===== src/rtl/mdu_div.sv =====
// mdu_div: iterative restoring divider for MIPS DIV/DIVU (HI=remainder, LO=quotient).
// Optional macro DIV_EARLY_TERM_EN: finish at once when |dividend| < |divisor|.
module mdu_div #(
   parameter int DATA_W = 32
) (
   input  logic              clk,
   input  logic              reset_n,
   input  logic              start,
   input  logic              signed_op,
   input  logic              cancel,
   input  logic [DATA_W-1:0] dividend,
   input  logic [DATA_W-1:0] divisor,
   output logic              busy,
   output logic              done,
   output logic [DATA_W-1:0] quotient,
   output logic [DATA_W-1:0] remainder,
   output logic              div_by_zero,
   output logic              stall_req
);
   localparam int CNT_W = $clog2(DATA_W) + 1;
   typedef enum logic [1:0] {IDLE, RUN, DONE} state_t;
   state_t            r_state;
   logic [CNT_W-1:0]  r_cnt;
   logic [DATA_W-1:0] r_rem;
   logic [DATA_W-1:0] r_q;
   logic [DATA_W-1:0] r_divs;
   logic              r_neg_q;
   logic              r_neg_r;
   logic              r_dz;
   logic              w_accept;
   logic              w_zero;
   logic              w_early;
   logic [DATA_W-1:0] w_mag_a;
   logic [DATA_W-1:0] w_mag_b;
   logic [DATA_W:0]   w_sh;
   logic [DATA_W:0]   w_diff;
   assign w_accept  = r_state == IDLE && start && !cancel;
   assign w_zero    = divisor == '0;
   assign w_mag_a   = signed_op && dividend[DATA_W-1] ? -dividend : dividend;
   assign w_mag_b   = signed_op && divisor[DATA_W-1] ? -divisor : divisor;
`ifdef DIV_EARLY_TERM_EN
   assign w_early   = !w_zero && w_mag_a < w_mag_b;
`else
   assign w_early   = 1'b0;
`endif
   // Shifted partial remainder is one bit wider; bit DATA_W of the difference is the borrow.
   assign w_sh      = {r_rem, r_q[DATA_W-1]};
   assign w_diff    = w_sh - {1'b0, r_divs};
   assign busy      = r_state != IDLE;
   assign stall_req = w_accept || r_state == RUN;
   always_ff @(posedge clk or negedge reset_n) begin
      if (!reset_n) begin
         r_state     <= IDLE;
         r_cnt       <= '0;
         r_rem       <= '0;
         r_q         <= '0;
         r_divs      <= '0;
         r_neg_q     <= 1'b0;
         r_neg_r     <= 1'b0;
         r_dz        <= 1'b0;
         done        <= 1'b0;
         div_by_zero <= 1'b0;
         quotient    <= '0;
         remainder   <= '0;
      end else begin
         done <= 1'b0;
         case (r_state)
            IDLE: if (w_accept) begin
               div_by_zero <= 1'b0;
               r_dz        <= w_zero;
               r_cnt       <= CNT_W'(DATA_W);
               if (w_zero || w_early) begin
                  r_q     <= w_zero ? '1 : '0;
                  r_rem   <= dividend;
                  r_neg_q <= 1'b0;
                  r_neg_r <= 1'b0;
                  r_state <= DONE;
               end else begin
                  r_q     <= w_mag_a;
                  r_rem   <= '0;
                  r_divs  <= w_mag_b;
                  r_neg_q <= signed_op && (dividend[DATA_W-1] ^ divisor[DATA_W-1]);
                  r_neg_r <= signed_op && dividend[DATA_W-1];
                  r_state <= RUN;
               end
            end
            RUN: if (cancel) begin
               r_state <= IDLE;
            end else begin
               r_rem   <= w_diff[DATA_W] ? w_sh[DATA_W-1:0] : w_diff[DATA_W-1:0];
               r_q     <= {r_q[DATA_W-2:0], ~w_diff[DATA_W]};
               r_cnt   <= r_cnt - 1'b1;
               r_state <= r_cnt == CNT_W'(1) ? DONE : RUN;
            end
            DONE: begin
               r_state <= IDLE;
               if (!cancel) begin
                  done        <= 1'b1;
                  div_by_zero <= r_dz;
                  quotient    <= r_neg_q ? -r_q : r_q;
                  remainder   <= r_neg_r ? -r_rem : r_rem;
               end
            end
            default: r_state <= IDLE;
         endcase
      end
   end
endmodule

===== config.mk =====
export PLATFORM = sky130hd
export DESIGN_NAME = mdu_div
export DESIGN_NICKNAME = d
export VERILOG_FILES = /design/src/rtl/mdu_div.sv
export SDC_FILE = /design/constraint.sdc
export NUM_CORES = 1
export LEC_CHECK = 0
export ABC_AREA = 1
export BUFFER_PORTS_ARGS = -buffer_cell sky130_fd_sc_hd__buf_2
export CORE_MARGIN = 2
export CORE_UTILIZATION = 55
export DETAILED_ROUTE_END_ITERATION = 8
export PLACE_DENSITY = 0.78
export SYNTH_ARGS = -nofsm -noshare
export SYNTH_HDL_FRONTEND = slang
export SYNTH_SLANG_ARGS = --single-unit

===== constraint.sdc =====
create_clock -name clk -period 2.13 [get_ports clk]
set_input_delay 0.213 -clock clk [delete_from_list [all_inputs] [get_ports clk]]
set_output_delay 0.213 -clock clk [all_outputs]
set_load 0.005 [all_outputs]

* After elaboration in Yosys (flattened, before gate mapping)
Cells that the tools add are included.
Operators by class: add/sub/neg operators 6, equality and inequality tests 6, multiplexer cells 28, bitwise gates (word level) 4, reduce and logical (&&, ||, !) cells 17
Operators by type and width (number):
- 32-bit two-way mux | 11
- 32-bit negator | 4
- 32-bit one-hot mux with 2 select lines | 2
- 33-bit by 32-bit subtractor with 33-bit output | 1
- 32-bit zero test | 1
- 6-bit two-way mux | 2
- 6-bit one-hot mux with 2 select lines | 1
- 3-bit AND reduction | 3
- 2-bit two-way mux | 4
- 6-bit by 1-bit == test with 1-bit output (second input constant) | 1
- 1-bit two-way mux | 6
- 2-bit != test (second input constant) | 3
- 2-bit nonzero test | 3
- 6-bit by 1-bit subtractor with 6-bit output (second input constant) | 1
- 1-bit logical AND | 5
- 2-bit one-hot mux with 2 select lines | 1
- 2-bit AND reduction | 2
- 1-bit inverter | 3
- 2-bit by 1-bit == test with 1-bit output (second input constant) | 1
- 2-bit == test (second input constant) | 1
- 2-bit zero test | 1
- 1-bit one-hot mux with 2 select lines | 1
- 1-bit zero test | 1
- 1-bit logical OR | 1
- 1-bit bitwise XOR | 1
Word-level totals: register bits after elaboration 173, output and inout port bits 68, logic and storage cells 73

* Depth between registers and ports, before layout
word-level depth 5, gate-level depth with buffers 19, depth with buffers taken out 18

* Least setup slack after synthesis
No wires, ideal clock.
path type reg-to-reg, start point register r_q[31], end point register r_rem[6], library setup time 124 ps, arrival 2234 ps, required time 2006 ps, setup slack -228 ps, cell stages (with the launch flop) 20, buffers on the path 2, period minus slack after synthesis 2358 ps, cells stage by stage dfrtp_1 -> inv_1 -> ha_1 -> fa_1 -> inv_1 -> nand2_1 -> nand2_1 -> nand3_1 -> nand2_1 -> nand2_1 -> nand2_1 -> nand2_2 -> nand2_2 -> nand2_4 -> nand2_2 -> buf_6 -> buf_6 -> nand2_1 -> o211ai_1 -> nand2_1
On the way: cells in the longest elaborated chain, start to end 4
Ends and longest elaborated chain:
- start, declared | line 25 | logic [DATA_W-1:0] r_q;
- start signal, assigned | line 73 | r_q <= w_zero ? '1 : '0;
- start signal, assigned | line 79 | r_q <= w_mag_a;
- start signal, assigned | line 91 | r_q <= {r_q[DATA_W-2:0], ~w_diff[DATA_W]};
- 33-bit by 32-bit subtractor with 33-bit output | line 48 | assign w_diff = w_sh - {1'b0, r_divs};
- 32-bit two-way mux | line 90 | r_rem <= w_diff[DATA_W] ? w_sh[DATA_W-1:0] : w_diff[DATA_W-1:0];
- 32-bit two-way mux | line 87 | RUN: if (cancel) begin
- 32-bit one-hot mux with 2 select lines | line 67 | case (r_state)
- end signal, assigned | line 74 | r_rem <= dividend;
- end signal, assigned | line 90
- end, declared | line 24 | logic [DATA_W-1:0] r_rem;
No other way between the ends. The select of a mux whose other input is x is not followed. A chain may end at the register's enable or synchronous reset.

* Final worst setup path
start point register r_rem[11], end point register r_rem[15]
On the way: cells in the longest elaborated chain, start to end 4
Ends and longest elaborated chain (line):
- 33-bit by 32-bit subtractor with 33-bit output | 48
- 32-bit two-way mux | 90
- 32-bit two-way mux | 87
- 32-bit one-hot mux with 2 select lines | 67
No other way between the ends. The select of a mux whose other input is x is not followed.

==> summary.txt <==
status - finished, violations left
failing checks - setup timing
worst hold path type - primary input to register
Antenna Nets Post-Route - 0
CTS tree - yes
pin count of the biggest net entering global routing - 89
first-pass GRT wire length - 73400 um
CP Cell Sequence - ha_1 -> nand2_1 -> nor2_2 -> inv_1 -> nor2_2 -> nand2_2 -> nand2_2 -> nand2_4 -> nand2_4 -> nand2_4 -> nand2_8 -> buf_12 -> buf_12 -> nand2_1 -> nand2_1 -> nand2_1 -> a21oi_1
IO buf count - 136
die width - 159 um
startpoint types - register
growth of design area from synthesis to finish - 30.2%
LEAKAGE - 9.07 nW
antenna violations before repair - 0
CTS max path bufs - 2
GP Congestion - 1.02
clock tree sinks - 173
relative slew slack - 57.7%
PwrDens - 1740 nW/um^2
# diodes - 0
Core Rows - 56
WL final - 47700 um
Die H - 159 um
ratio of final minimum period to clock period - 113%
Peak Freq - 414 MHz
Hold WS - 0.0560 ns
DRT Pass-1 Iters - 8
Final Util - 73.0%
vias - 14777
Initial Utilization - 56.1%
worst setup margin - -0.287 ns
Place WS - -0.289 ns
CTS Root Cell - clkbuf_16
Hold Vio Cnt, Final - 0
GR Overflow Total - 0
Finished Layout Cells - 2670
Worst-Skew Late Latency - 0.45 ns
syn nets - 2134
average size of a mapped cell - 6.52 um^2
#FFs+latches synth - 173
RSZ-0062 raised after global routing - true
top post-synthesis cells by area - dfrtp_1 33%, nand2_1 17%, inv_1 8.4%
crit path DAT - 2.78 ns
number of synthesized flops with an enable pin - 0
ys flop type - dfrtp_1
top post-synthesis cells by count - 596 x nand2_1, 297 x inv_1, 185 x nor2_1
io pins - 137
mapped cell area - 13200 um^2
H-tree depth - 4
Least-Margin Pin Slew - 0.634 ns
Crit path required time - 2.49 ns
Final setup viols - 33
GRT Util Overall - 36.9%
CP Max Fanout - 8
crit-path max cell delay - 0.45 ns
Max IR drop VDD - 0.982 mV
DR DRC count - 0
number of global-route vias before repair - 13628
share of layout cells above drive strength 1 - 23.9%
Syn Inst Count - 2026
clk_skew - 0.0137 ns
sequential share of the synthesized area - 32.8%
dpl cells - 2614
Final Max Slew Viols - 0
min cycle time layout - 2.42 ns
Ys Warns - 0
drt wl/cell - 17.9 um
Die ar. - 25300 um^2
most frequent CP cell - nand2_1
core area - 23500 um^2
Synth cell types - 44
Slowest-stage cell, CP - dfrtp_1
dpl hpwl - 36600 um
area leader, netlist - dfrtp_1
Crit Path Class - register to register
Synth top area share - 32.8%
most instantiated library cell after synthesis - nand2_1
maxcap violations - 0
fin nets - 2446
CTS clk-pin slew, worst paths - 0.08 ns
Worst setup EP type - register
Post-synth ARST share - 100%
vias per inst - 5.53
Num CTS Buffers - 17
initial detailed-routing violation count - 1646
[power by group]
part	switching, mW	total (mW)	internal [mW]
combinational	12.5	21.3	8.80
clock	1.59	3.14	1.55
sequential	1.10	5.46	4.37
total	15.2	29.9	14.7
[stage by stage]
stage	power [mW]	instance area [um^2]	setup TNS (ns)
floorplan	15.6	13200	-0.676
global placement	22.6	15600	-6.74
detailed placement	22.7	15600	-8.05
CTS	27.7	16700	-6.02
global route	31.8	17200	-10.59
finish	29.9	17200	-6.81
[area by class of cell]
type	count	area, um^2
clock buffers	19	433
clock inverters	13	125
fillers	1984	6350
inverters	305	1150
multi-input cells	1484	8140
flip-flops and latches	173	4340
well taps	319	399
repair buffers	357	2610
[cell usage in the layout, fill, tap and decap left out, types with 13 or more instances in the layout]
master and count:
a21oi_1 86, a21oi_2 27, buf_12 13, buf_2 135
buf_4 197, clkbuf_16 19, dfrtp_1 166, ha_1 20
ha_4 18, inv_1 286, inv_2 16, nand2_1 565
nand2_2 30, nand3_1 108, nand3_2 24, nand4_1 26
nor2_1 170, nor2_2 17, nor3_1 21, o211ai_1 20
o21ai_0 158, xnor2_1 17, xor2_1 95
[logic make-up after synthesis]
group / synth area share (%)
simple gates: 32.0
fa+ha+maj: 3.75
compound gates: 13.1
flops: 32.8
xor+xnor: 7.43
buf+inv: 10.9
[per-layer routing]
layer	vias up	track usage, %	wire length, um
met4	0	16.7	2230
met5	-	0	0
li1	7058	-	-
met1	6834	51.5	20100
met2	761	57.7	21200
met3	124	4.74	4180
[timing repair]
item	in CTS	in global routing
hold endpoints to repair	45	0
pin swaps	26	34
buffers inserted	11	8
endpoints found under the setup margin	42	56
gates cloned	3	2
resized for setup	60	104
hold buffers	1	0
[flip-flops by register name (all words and copies together), names as in the netlist]
| signal | count |
|---|---|
| div_by_zero | 1 |
| done | 1 |
| quotient | 32 |
| r_cnt | 6 |
| r_divs | 32 |
| r_dz | 1 |
| r_neg_q | 1 |
| r_neg_r | 1 |
| r_q | 32 |
| r_rem | 32 |
| r_state | 2 |
| remainder | 32 |
[worst paths after layout]
check                                         from                        end  slack [ns]  depth (start not counted)
min reg2reg                quotient[6]$_DFFE_PN0P_    quotient[6]$_DFFE_PN0P_        0.48                          2
max reg2reg                  r_rem[11]$_DFFE_PN0P_      r_rem[15]$_DFFE_PN0P_       -0.29                         17
min                                    divisor[30]     r_divs[30]$_DFFE_PN0P_        0.06                          3
min in group asynchronous                  reset_n  remainder[13]$_DFFE_PN0P_        0.28                          2
max                          r_rem[11]$_DFFE_PN0P_      r_rem[15]$_DFFE_PN0P_       -0.29                         17
max in group asynchronous                  reset_n      r_rem[24]$_DFFE_PN0P_        1.14                          3
[worst max-delay path: cells and delay by family (launching register included)]
family          cells  cell delay (ns)
buf+inv             3             0.31
compound gates      1             0.15
flops               1             0.45
fa+ha+maj           1             0.35
simple gates       12             1.07
(Power assumes the default switching activity.)
